$ cat src/rtl/wbs_axil_bridge_pkg.sv
// ---------------------------------------------------------------------------
// wbs_axil_bridge_pkg
// Shared definitions for the Wishbone-slave to AXI4-Lite-master bridge:
//   - FSM state encoding (legacy-compatible 3-bit constants)
//   - AXI response codes
//   - resp_is_error(): classifies an AXI response as an error completion
// ---------------------------------------------------------------------------
package wbs_axil_bridge_pkg;

  // Bridge FSM state encoding.
  typedef logic [2:0] state_t;

  localparam state_t ST_IDLE         = 3'd0;
  localparam state_t ST_WR_ADDR_DATA = 3'd1;
  localparam state_t ST_WR_RESP      = 3'd2;
  localparam state_t ST_RD_ADDR      = 3'd3;
  localparam state_t ST_RD_DATA      = 3'd4;
  localparam state_t ST_DONE         = 3'd5;

  // AXI4-Lite response codes.
  localparam logic [1:0] RESP_OKAY   = 2'b00;
  localparam logic [1:0] RESP_EXOKAY = 2'b01;
  localparam logic [1:0] RESP_SLVERR = 2'b10;
  localparam logic [1:0] RESP_DECERR = 2'b11;

  // SLVERR and DECERR are errors; OKAY and EXOKAY are normal completions.
  function automatic logic resp_is_error(input logic [1:0] resp);
    return (resp == RESP_SLVERR) || (resp == RESP_DECERR);
  endfunction

endpackage

$ cat src/rtl/wbs_axil_bridge.sv
// ---------------------------------------------------------------------------
// wbs_axil_bridge
// Pipelined Wishbone slave (one transaction outstanding) driving an AXI4-Lite
// master port. A WB request is latched, the matching AXI transaction is run to
// completion, then a single-cycle ack (or err) is returned on WB.
//
// Optional feature macro: WBS_AXIL_BRIDGE_ERR_EN
//   defined   -> SLVERR/DECERR responses complete with o_wb_err instead of ack
//   undefined -> o_wb_err is tied low and every completion is an ack
//
// Ports:
//   i_clk_100, i_rst_100          clock, synchronous active-high reset
//   i_wb_cyc/stb/we/adr/dat/sel   WB request (adr is a word address)
//   o_wb_stall/ack/err/dat        WB flow control and completion
//   o_axi_AW*/W*/B*               AXI4-Lite write channels
//   o_axi_AR*/R*                  AXI4-Lite read channels
// Every output is driven straight from a register.
// ---------------------------------------------------------------------------
module wbs_axil_bridge
  import wbs_axil_bridge_pkg::*;
#(
  parameter int AXI_ADDR_WIDTH = 32,
  parameter int WB_ADDR_WIDTH  = 30,
  parameter int DATA_WIDTH     = 32
) (
  input  logic                      i_clk_100,
  input  logic                      i_rst_100,
  input  logic                      i_wb_cyc,
  input  logic                      i_wb_stb,
  input  logic                      i_wb_we,
  input  logic [WB_ADDR_WIDTH-1:0]  i_wb_adr,
  input  logic [31:0]               i_wb_dat,
  input  logic [3:0]                i_wb_sel,
  output logic                      o_wb_stall,
  output logic                      o_wb_ack,
  output logic                      o_wb_err,
  output logic [31:0]               o_wb_dat,
  output logic                      o_axi_AWVALID,
  input  logic                      i_axi_AWREADY,
  output logic [AXI_ADDR_WIDTH-1:0] o_axi_AWADDR,
  output logic [2:0]                o_axi_AWPROT,
  output logic                      o_axi_WVALID,
  input  logic                      i_axi_WREADY,
  output logic [31:0]               o_axi_WDATA,
  output logic [3:0]                o_axi_WSTRB,
  input  logic                      i_axi_BVALID,
  output logic                      o_axi_BREADY,
  input  logic [1:0]                i_axi_BRESP,
  output logic                      o_axi_ARVALID,
  input  logic                      i_axi_ARREADY,
  output logic [AXI_ADDR_WIDTH-1:0] o_axi_ARADDR,
  output logic [2:0]                o_axi_ARPROT,
  input  logic                      i_axi_RVALID,
  output logic                      o_axi_RREADY,
  input  logic [31:0]               i_axi_RDATA,
  input  logic [1:0]                i_axi_RRESP
);

  localparam int BYTE_ADR_W = WB_ADDR_WIDTH + 2;

  if (DATA_WIDTH != 32) begin : g_bad_data_width
    $error("wbs_axil_bridge: DATA_WIDTH must be 32");
  end

  state_t                    state_r;
  state_t                    state_nx_s;
  logic                      abort_r;
  logic                      abort_nx_s;
  logic                      accept_s;
  logic                      aw_left_s;
  logic                      w_left_s;
  logic                      resp_hs_s;
  logic                      resp_err_s;
  logic [1:0]                resp_s;
  logic [BYTE_ADR_W-1:0]     byte_adr_s;
  logic [AXI_ADDR_WIDTH-1:0] axi_adr_s;

  logic                      stall_r;
  logic                      ack_r;
  logic [31:0]               rdat_r;
  logic                      awvalid_r;
  logic                      wvalid_r;
  logic                      bready_r;
  logic                      arvalid_r;
  logic                      rready_r;
  logic [AXI_ADDR_WIDTH-1:0] addr_r;
  logic [31:0]               wdata_r;
  logic [3:0]                wstrb_r;

  // WB word address -> AXI byte address, zero-extended or truncated.
  assign byte_adr_s = {i_wb_adr, 2'b00};
  if (AXI_ADDR_WIDTH > BYTE_ADR_W) begin : g_adr_ext
    assign axi_adr_s = {{(AXI_ADDR_WIDTH - BYTE_ADR_W){1'b0}}, byte_adr_s};
  end else begin : g_adr_trunc
    assign axi_adr_s = byte_adr_s[AXI_ADDR_WIDTH-1:0];
  end

  // A write channel is still owed while its VALID is up without READY.
  assign aw_left_s = awvalid_r & ~i_axi_AWREADY;
  assign w_left_s  = wvalid_r & ~i_axi_WREADY;

  // Response code of whichever response channel is active this cycle.
  assign resp_s = (state_r == ST_WR_RESP) ? i_axi_BRESP : i_axi_RRESP;

`ifdef WBS_AXIL_BRIDGE_ERR_EN
  assign resp_err_s = resp_is_error(resp_s);
`else
  logic unused_resp_s;
  assign resp_err_s    = 1'b0;
  assign unused_resp_s = ^resp_s;
`endif

  // Next-state logic, request acceptance and abort tracking.
  always_comb begin
    state_nx_s = state_r;
    accept_s   = 1'b0;
    resp_hs_s  = 1'b0;
    // Abort is sticky from the first cycle cyc is seen low while the
    // transaction is still in progress; it only clears back in IDLE.
    if (state_r == ST_IDLE) begin
      abort_nx_s = 1'b0;
    end else if ((state_r != ST_DONE) && !i_wb_cyc) begin
      abort_nx_s = 1'b1;
    end else begin
      abort_nx_s = abort_r;
    end
    case (state_r)
      ST_IDLE: begin
        if (i_wb_cyc && i_wb_stb && !stall_r) begin
          accept_s   = 1'b1;
          state_nx_s = i_wb_we ? ST_WR_ADDR_DATA : ST_RD_ADDR;
        end else begin
          state_nx_s = ST_IDLE;
        end
      end
      ST_WR_ADDR_DATA: begin
        if (!aw_left_s && !w_left_s) begin
          state_nx_s = ST_WR_RESP;
        end else begin
          state_nx_s = ST_WR_ADDR_DATA;
        end
      end
      ST_WR_RESP: begin
        if (i_axi_BVALID) begin
          resp_hs_s  = 1'b1;
          // An aborted transaction completes silently straight to IDLE.
          state_nx_s = abort_nx_s ? ST_IDLE : ST_DONE;
        end else begin
          state_nx_s = ST_WR_RESP;
        end
      end
      ST_RD_ADDR: begin
        if (i_axi_ARREADY) begin
          state_nx_s = ST_RD_DATA;
        end else begin
          state_nx_s = ST_RD_ADDR;
        end
      end
      ST_RD_DATA: begin
        if (i_axi_RVALID) begin
          resp_hs_s  = 1'b1;
          state_nx_s = abort_nx_s ? ST_IDLE : ST_DONE;
        end else begin
          state_nx_s = ST_RD_DATA;
        end
      end
      ST_DONE: begin
        state_nx_s = ST_IDLE;
      end
      default: begin
        state_nx_s = ST_IDLE;
      end
    endcase
  end

  // State, handshake outputs and WB completion, all registered from next state.
  always_ff @(posedge i_clk_100) begin
    if (i_rst_100) begin
      state_r   <= ST_IDLE;
      abort_r   <= 1'b0;
      stall_r   <= 1'b0;
      awvalid_r <= 1'b0;
      wvalid_r  <= 1'b0;
      bready_r  <= 1'b0;
      arvalid_r <= 1'b0;
      rready_r  <= 1'b0;
      ack_r     <= 1'b0;
      rdat_r    <= 32'h0;
    end else begin
      state_r   <= state_nx_s;
      abort_r   <= abort_nx_s;
      stall_r   <= (state_nx_s != ST_IDLE);
      // AW and W rise together after accept and drop on their own handshakes.
      awvalid_r <= (accept_s & i_wb_we) | ((state_r == ST_WR_ADDR_DATA) & aw_left_s);
      wvalid_r  <= (accept_s & i_wb_we) | ((state_r == ST_WR_ADDR_DATA) & w_left_s);
      arvalid_r <= (state_nx_s == ST_RD_ADDR);
      bready_r  <= (state_nx_s == ST_WR_RESP);
      rready_r  <= (state_nx_s == ST_RD_DATA);
      ack_r     <= resp_hs_s & ~abort_nx_s & ~resp_err_s;
      // Read data is only presented during the ack cycle; zero otherwise.
      if (resp_hs_s && !abort_nx_s && (state_r == ST_RD_DATA)) begin
        rdat_r <= i_axi_RDATA;
      end else begin
        rdat_r <= 32'h0;
      end
    end
  end

  // Request payload, captured on accept and held stable for the AXI channels.
  always_ff @(posedge i_clk_100) begin
    if (i_rst_100) begin
      addr_r  <= '0;
      wdata_r <= 32'h0;
      wstrb_r <= 4'h0;
    end else if (accept_s) begin
      addr_r  <= axi_adr_s;
      wdata_r <= i_wb_dat;
      wstrb_r <= i_wb_sel;
    end else begin
      addr_r  <= addr_r;
      wdata_r <= wdata_r;
      wstrb_r <= wstrb_r;
    end
  end

`ifdef WBS_AXIL_BRIDGE_ERR_EN
  logic err_r;

  // Error completion pulse for SLVERR/DECERR responses.
  always_ff @(posedge i_clk_100) begin
    if (i_rst_100) begin
      err_r <= 1'b0;
    end else begin
      err_r <= resp_hs_s & ~abort_nx_s & resp_err_s;
    end
  end

  assign o_wb_err = err_r;
`else
  assign o_wb_err = 1'b0;
`endif

  assign o_wb_stall    = stall_r;
  assign o_wb_ack      = ack_r;
  assign o_wb_dat      = rdat_r;
  assign o_axi_AWVALID = awvalid_r;
  assign o_axi_AWADDR  = addr_r;
  assign o_axi_AWPROT  = 3'b000;
  assign o_axi_WVALID  = wvalid_r;
  assign o_axi_WDATA   = wdata_r;
  assign o_axi_WSTRB   = wstrb_r;
  assign o_axi_BREADY  = bready_r;
  assign o_axi_ARVALID = arvalid_r;
  assign o_axi_ARADDR  = addr_r;
  assign o_axi_ARPROT  = 3'b000;
  assign o_axi_RREADY  = rready_r;

endmodule

$ cat config.mk
export PLATFORM = sky130hd
export DESIGN_NAME = wbs_axil_bridge
export DESIGN_NICKNAME = d
export VERILOG_FILES = /design/src/rtl/wbs_axil_bridge_pkg.sv /design/src/rtl/wbs_axil_bridge.sv
export SDC_FILE = /design/constraint.sdc
export NUM_CORES = 1
export LEC_CHECK = 0
export ABC_AREA = 1
export CORE_MARGIN = 1.5
export CORE_UTILIZATION = 39
export DETAILED_ROUTE_END_ITERATION = 8
export PLACE_DENSITY_LB_ADDON = 0.08
export SLEW_MARGIN = 20
export SYNTH_ARGS = -nofsm -noshare
export SYNTH_HDL_FRONTEND = slang
export SYNTH_SLANG_ARGS = --single-unit
$ cat constraint.sdc
create_clock -name i_clk_100 -period 3.12 [get_ports i_clk_100]
set_clock_uncertainty 0.15 [all_clocks]
set_input_delay 0.468 -clock i_clk_100 [delete_from_list [all_inputs] [get_ports i_clk_100]]
set_output_delay 0.468 -clock i_clk_100 [all_outputs]
set_load 0.005 [all_outputs]
Word level (Yosys, flattened, before mapping)
Cells that the tools add are included.
{"block": "totals", "regBits": 109, "in_bits": 112, "out_inout_bits": 146, "word_cells": 62}
{"block": "classes", "eq_ne": 8, "muxes": 15, "n_bitwise": 12, "reduce_logical": 14}
{"cell": "3-bit case mux with 5 select lines", "n": 1}
{"cell": "3-bit by 2-bit equality test with 1-bit output, second input constant", "n": 4}
{"cell": "3-bit 2-to-1 mux", "n": 4}
{"cell": "1-bit AND", "n": 6}
{"cell": "3-bit equality test, second input constant", "n": 2}
{"cell": "1-bit logical AND", "n": 6}
{"cell": "1-bit 2-to-1 mux", "n": 6}
{"cell": "2-bit 2-to-1 mux", "n": 3}
{"cell": "1-bit logical NOT", "n": 5}
{"cell": "1-bit inverter", "n": 4}
{"cell": "3-bit by 1-bit equality test with 1-bit output, second input constant", "n": 1}
{"cell": "3-bit logical NOT", "n": 1}
{"cell": "3-bit != test, second input constant", "n": 1}
{"cell": "3-bit nonzero test", "n": 1}
{"cell": "1-bit bitwise OR", "n": 2}
{"cell": "1-bit case mux with 2 select lines", "n": 1}
{"cell": "2-bit OR reduction", "n": 1}

Depth between registers and ports, before layout
Gate-level depths: netlist of run 1.
{"block": "depth", "depth_word": 9, "mapped_depth": 10, "depth_no_buf": 10}

Worst setup path before layout of run 1
No wires, ideal clock.
{"block": "synth_timing", "path_type": "input-to-reg", "from": "input port i_wb_cyc", "to": "register wstrb_r[0] (netlist: o_axi_WSTRB[0])", "setup_ns": 0.116, "arrival_ns": 1.138, "required_ns": 2.854, "setup_slack_ns": 1.716, "cell_stages": 7, "path_buffers": 2, "cell_sequence": "nand2_1 -> nor2_1 -> nand3_1 -> buf_4 -> buf_2 -> nor2_1 -> nor2_1"}
{"block": "synth_between", "elab_chain_len": 4}
{"item": "start: declaration", "line": "wbs_axil_bridge.sv:28", "rtl": "input logic i_wb_cyc,"}
{"item": "1-bit logical AND (2 in series)", "line": "wbs_axil_bridge.sv:129", "rtl": "if (i_wb_cyc && i_wb_stb && !stall_r) begin"}
{"item": "1-bit 2-to-1 mux", "line": "wbs_axil_bridge.sv:129"}
{"item": "1-bit 2-to-1 mux", "line": "wbs_axil_bridge.sv:127", "rtl": "case (state_r)"}
{"item": "end signal: assignment", "line": "wbs_axil_bridge.sv:218", "rtl": "wstrb_r <= i_wb_sel;"}
{"item": "end signal: assignment", "line": "wbs_axil_bridge.sv:222", "rtl": "wstrb_r <= wstrb_r;"}
{"item": "end: declaration", "line": "wbs_axil_bridge.sv:88", "rtl": "logic [3:0] wstrb_r;"}
Every way passes these cells.
A chain may end at the register's enable or synchronous reset.

Final worst setup path of run 1
{"block": "layout_timing", "from": "input port i_wb_cyc", "to": "register wvalid_r (netlist: o_axi_WVALID)"}
{"block": "layout_between", "elab_chain_len": 6}
{"item": "1-bit logical AND (2 in series)", "line": "wbs_axil_bridge.sv:129"}
{"item": "1-bit 2-to-1 mux", "line": "wbs_axil_bridge.sv:129"}
{"item": "1-bit 2-to-1 mux", "line": "wbs_axil_bridge.sv:127"}
{"item": "1-bit AND", "line": "wbs_axil_bridge.sv:195", "rtl": "wvalid_r <= (accept_s & i_wb_we) | ((state_r == ST_WR_ADDR_DATA) & w_left_s);"}
{"item": "1-bit bitwise OR", "line": "wbs_axil_bridge.sv:195"}
{"item": "end signal: assignment", "line": "wbs_axil_bridge.sv:195"}
{"item": "end: declaration", "line": "wbs_axil_bridge.sv:82", "rtl": "logic wvalid_r;"}
Every way passes these cells.

==> run_results.csv, run 1 <==
group,metric,value,unit
finish,area_delta_synth_final,60.7,%
cts,cts-resized-gates,0,
timing,max_freq,508,MHz
synthesis,synth_top_cell_by_area,"dfxtp_1",
setup_path,max_stage_delay,510,ps
synthesis,synth_area_leaders,"dfxtp_1 54%, nor2_1 16%, buf_4 8.5%",
grt,grt_max_degree,49,
cts,root_buffer,"clkbuf_8",
setup_path,startpoint,"i_wb_cyc",
flow_run,drv_cap,0,
grt,grt_first_pass_wirelength,17.6,mm
finish,num-fill-cells,884,
synthesis,yosysUniqueCellTypes,20,
setup_path,worst-path-buf-inv,2,
floorplanning,die-area,11000,um2
timing,worstMarginPinSlew,595,ps
setup_path,worst-path-max-fanout,46,
floorplanning,fp.dieW,105,um
route,vias,3761,
synthesis,synth-seq-cells,109,
setup_path,required,3260,ps
route,initialDrtViolationCount,126,
finish,multiInputGateArea,1270,um2
timing,finalHoldViolations,0,
finish,layout_commonest_cell,"clkdlybuf4s50_1",
cts,cts_tree,"built",
route,ant_nets,0,
setup_path,cp_top_family,"buffers and inverters",
floorplanning,initial_utilization,39.7,%
setup_path,cp-end-kind,"flip-flop",
status,outcome,"complete, no violations",
grt,grt_pass1_vias,3516,
synthesis,avgSynthCellArea,7.92,um2
cts,htreeDepth,3,
cts,clkTransAtPathRegs,100,ps
timing,slew_headroom,60.2,%
place,dp_slack,794,ps
timing,finalWorstSetupSlack,1150,ps
timing,setup_tns,0,ps
setup_path,r2r-start,"state_r[1]",
place,dp_hpwl,7.99,mm
finish,seqCellArea,2180,um2
route,totalWireLength,11.0,mm
synthesis,yosys_warnings,0,
place,port_buffers,242,
cts,clk_latency,360,ps
cts,post-cts-setup-buffer-count,0,
setup_path,critPathSlowestCell,"clkdlybuf4s50_1",
floorplanning,num_io_pins,258,
setup_path,worstPathArrival,2110,ps
cts,clock_sinks,109,
route,firstDrtPassIters,6,
pwr,power.leakage,2.82,nW
finish,mostFrequentLayoutCells,"242 x clkdlybuf4s50_1, 175 x nor2_1, 109 x dfxtp_1",
route,vias_per_cell,4.40,
synthesis,ys_seq_area_share,53.9,%
setup_path,worstPathCellList,"clkdlybuf4s50_1, nand3_1, nor2_4, buf_12, nand2_1, a21oi_1",
synthesis,syn-cell-area,4050,um2
cts,clock_path_buffers,2,
grt,grt_antenna_before_repair,0,
floorplanning,placementRows,37,
finish,layout-drive-gt1-share,4.31,%
pwr,ir_drop,0.304,mV
finish,layout.cells.non_filler,855,
cts,hold_buffers,0,
finish,design_area,6500,um2
floorplanning,core,10200,um2
place,gp_congestion,0.781,
timing,fin_crit,1970,ps
grt,overflow,0,
route,route.detailed.drc,0,
timing,final-max-slew-violation-count,0,
timing,setup_violations,0,
setup_path,critPathKind,"in -> reg",
finish,nets,826,
synthesis,synth.top_cell.area_share,53.9,%
timing,fin_crit_sh,63.1,%
place,dp.cells,839,
worst_hold_path,hp-class,"reg -> reg",
route,wire_per_inst,12.8,um
place,placed_area,6280,um2
floorplanning,die_height,105,um
cts,cts_made_buffers,9,
grt,gr-usage-all-layers,19.8,%
pwr,cellPowerDensity,486,nW/um2
timing,rsz0062_at_grt,"false",
synthesis,postSynthCellCount,511,
setup_path,start_kind,"input pin",
worst_hold_path,worstHoldStart,"o_axi_WDATA[0]",
finish,antennaDiodeCount,0,
## synthesized netlist by cell type (all sizes together)
library cell / instances
nor2: 179
dfxtp: 109
o21ai: 66
buf: 55
inv: 48
nand2: 27
clkbuf: 10
nand3: 10
a21oi: 3
a221oi: 1
conb: 1
nor3: 1
or2: 1
## cells by family after synthesis
group           count (synthesis)  share of synthesized area [%]
other cells                     1                         0.0927
compound gates                 70                           8.75
flops                         109                           53.9
simple gates                  218                           21.6
buf+inv                       113                           15.7
## path summary, 6_finish.rpt
check                   endpoint  slack, ps  depth (start not counted)
hold reg to reg   o_axi_WDATA[0]        360                          2
setup / recovery    o_axi_WVALID       1150                          6
hold / removal    o_axi_WDATA[0]        360                          2
setup reg to reg    o_axi_WVALID       1280                          6
## power breakdown
part           internal [mW]  switching [mW]  total, mW
sequential              1.49          0.0628       1.55
combinational          0.401           0.246      0.647
clock                  0.463           0.495      0.958
total                   2.35           0.804       3.16
## area by class of cell
cell class | count | share of cell area, %
timing repair buffer | 247 | 38.0
sequential | 109 | 33.6
multi-input combinational | 299 | 19.6
inverter | 48 | 2.77
tap | 136 | 2.62
clock buffer | 9 | 1.90
clock inverter | 7 | 1.58
## flip-flops by register name, summed over array words and instances, names as in the netlist
name	flops
o_axi_AWVALID	1
o_axi_BREADY	1
o_wb_stall	1
abort_r	1
o_wb_ack	1
o_axi_RREADY	1
o_axi_ARADDR	30
o_axi_ARVALID	1
state_r	3
o_axi_WSTRB	4
o_axi_WVALID	1
o_wb_dat	32
o_axi_WDATA	32
## metrics by stage
stage / power (mW) / hold WS, ps / utilization [%]
2_1_floorplan: 1.85 / 334 / -
3_3_place_gp: 2.22 / 330 / 61.6
3_5_place_dp: 2.23 / 339 / 61.6
4_1_cts: 3.19 / 366 / 63.9
5_1_grt: 3.32 / 390 / 63.9
6_report: 3.16 / 363 / 63.9
## worst min-delay path: cells and delay by family (launching register included)
family / cells / cell delay [ps]
flops: 1 / 340
simple gates: 1 / 80
compound gates: 1 / 70
## metal layers
layer	GRT usage [%]	vias up	routed length (um)
met5	0	-	0
met4	6.56	0	157
met3	4.99	12	748
met2	34.2	137	5400
met1	23.8	1703	4650
li1	-	1909	-
No activity file was read; power rests on OpenSTA's default activity.
==> run 2: changes to the inputs <==
Settings changed: CORE_UTILIZATION 39 to 33.
Clock period 3.12 ns to 1.7 ns, I/O delays scaled along.
==> run 2 against run 1 <==
  * Via count increased by 0.35%
  * Non-clock buffer count increased by 9
  * Clock-buffer cell count increased by 3
  * Core utilization decreased by 7.4 points
  * Critical path type is now reg -> out
  * Critical path depth decreased by 5
  * Design area increased by 3.8%
  * Hold slack got worse by 79 ps
  * Worst setup slack got worse by 1100 ps
  * Critical endpoint is now o_axi_AWADDR[14]
  * Power increased by 99%
  * Die area increased by 18%
==> run_results.csv, run 2 (synthesized netlist as in run 1, its figures left out) <==
group,metric,value,unit
setup_path,cp-end-kind,"output port",
floorplanning,initial_utilization,33.8,%
setup_path,worst-path-buf-inv,1,
floorplanning,die-area,12900,um2
cts,clkTransAtPathRegs,70,ps
worst_hold_path,hp-class,"in -> reg",
cts,clock_sinks,109,
setup_path,worst-path-max-fanout,3,
timing,finalHoldViolations,0,
worst_hold_path,hold_path_end,"o_wb_dat[31]",
finish,layout_commonest_cell,"clkdlybuf4s50_1",
worst_hold_path,worstHoldStart,"i_axi_RDATA[31]",
route,route.detailed.drc,0,
floorplanning,die_height,114,um
timing,max_freq,610,MHz
grt,grt_max_degree,47,
setup_path,critPathSlowestCell,"clkdlybuf4s50_1",
cts,cts_tree,"built",
cts,root_buffer,"clkbuf_16",
route,totalWireLength,11.4,mm
pwr,cellPowerDensity,930,nW/um2
timing,fin_crit_sh,96.5,%
setup_path,r2r_slack,160,ps
setup_path,worstPathCellList,"clkdlybuf4s50_1",
pwr,ir_drop,0.590,mV
cts,htreeDepth,3,
finish,num-fill-cells,1144,
finish,layout-drive-gt1-share,5.22,%
setup_path,r2r-start,"state_r[0]",
route,wire_per_inst,13.1,um
setup_path,worst_r2r_endpoint,"o_axi_ARADDR[20]",
setup_path,required,1290,ps
finish,area_delta_synth_final,66.9,%
route,vias,3774,
timing,fin_crit,1640,ps
setup_path,reg2regPathDepth,7,
cts,clk_latency,340,ps
place,gp_congestion,0.778,
floorplanning,fp.dieW,114,um
setup_path,max_stage_delay,540,ps
finish,layout.cells.non_filler,875,
grt,gr-usage-all-layers,17.5,%
cts,clock_path_buffers,2,
pwr,power.leakage,2.96,nW
timing,setup_tns,0,ps
timing,setup_violations,0,
cts,cts_made_buffers,9,
setup_path,start_kind,"flip-flop",
route,ant_nets,0,
floorplanning,num_io_pins,258,
finish,antennaDiodeCount,0,
floorplanning,placementRows,40,
route,firstDrtPassIters,4,
grt,grt_first_pass_wirelength,17.9,mm
setup_path,cp_top_family,"buffers and inverters",
status,outcome,"complete, no violations",
finish,nets,835,
route,initialDrtViolationCount,161,
place,dp.cells,856,
place,port_buffers,242,
timing,final-max-slew-violation-count,0,
worst_hold_path,whs_path_depth,3,
route,vias_per_cell,4.31,
grt,grt_pass1_vias,3634,
setup_path,critPathKind,"reg -> out",
grt,grt_antenna_before_repair,0,
timing,rsz0062_at_grt,"false",
grt,overflow,0,
flow_run,drv_cap,0,
setup_path,worstPathArrival,1240,ps
place,dp_hpwl,8.32,mm
finish,mostFrequentLayoutCells,"240 x clkdlybuf4s50_1, 175 x nor2_1, 108 x dfxtp_1",
setup_path,startpoint,"o_axi_ARADDR[14]",
floorplanning,core,12000,um2
## run 2: worst max-delay path by stage
stage	to	slack, ps	cells past startpoint
6_report	o_axi_AWADDR[14]	60	1
3_5_place_dp	o_axi_AWVALID	-140	6
3_3_place_gp	o_axi_WVALID	-100	6
2_1_floorplan	o_wb_stall	350	9
4_1_cts	o_axi_AWADDR[14]	30	1
5_1_grt	o_axi_AWADDR[14]	6	1
## run 2: through the flow
| step | hold WS [ps] | instance area, um2 | power [mW] | worst slack, ps | util, % |
|---|---|---|---|---|---|
| 2_1_floorplan | 174 | 4080 | 3.39 | 346 | - |
| 3_3_place_gp | 332 | 6390 | 4.12 | -99.8 | 53.4 |
| 3_5_place_dp | 332 | 6390 | 4.14 | -140 | 53.4 |
| 4_1_cts | 264 | 6700 | 6.36 | 32.2 | 56.0 |
| 5_1_grt | 275 | 6750 | 6.60 | 5.75 | 56.5 |
| 6_report | 283 | 6750 | 6.28 | 59.8 | 56.5 |
## run 2: layer usage
layer / up-vias / GRT usage (%) / wire (um)
met4: 0 / 5.08 / 132
met3: 10 / 5.74 / 880
met1: 1692 / 21.0 / 4950
li1: 1928 / - / -
met2: 144 / 29.8 / 5490
met5: - / 0 / 0
## run 2: repair_timing
item,CTS,global route
gates resized for setup,0,3
setup endpoints to repair,0,4
hold buffers,0,0
setup buffers,0,2
## run 2: final cells by class
| cell class | instances | area (um2) | share of cell area, % |
|---|---|---|---|
| clock buffers | 12 | 236 | 3.50 |
| clock inverters | 4 | 72.6 | 1.07 |
| inverters | 48 | 180 | 2.67 |
| multi-input cells | 299 | 1270 | 18.8 |
| flip-flops and latches | 109 | 2180 | 32.3 |
| well taps | 147 | 184 | 2.72 |
| repair buffers | 256 | 2630 | 38.9 |
## run 2: where the power goes
group	switching, mW	internal (mW)	total (mW)
logic	0.465	0.786	1.25
clock network	0.888	1.29	2.18
registers	0.113	2.74	2.85
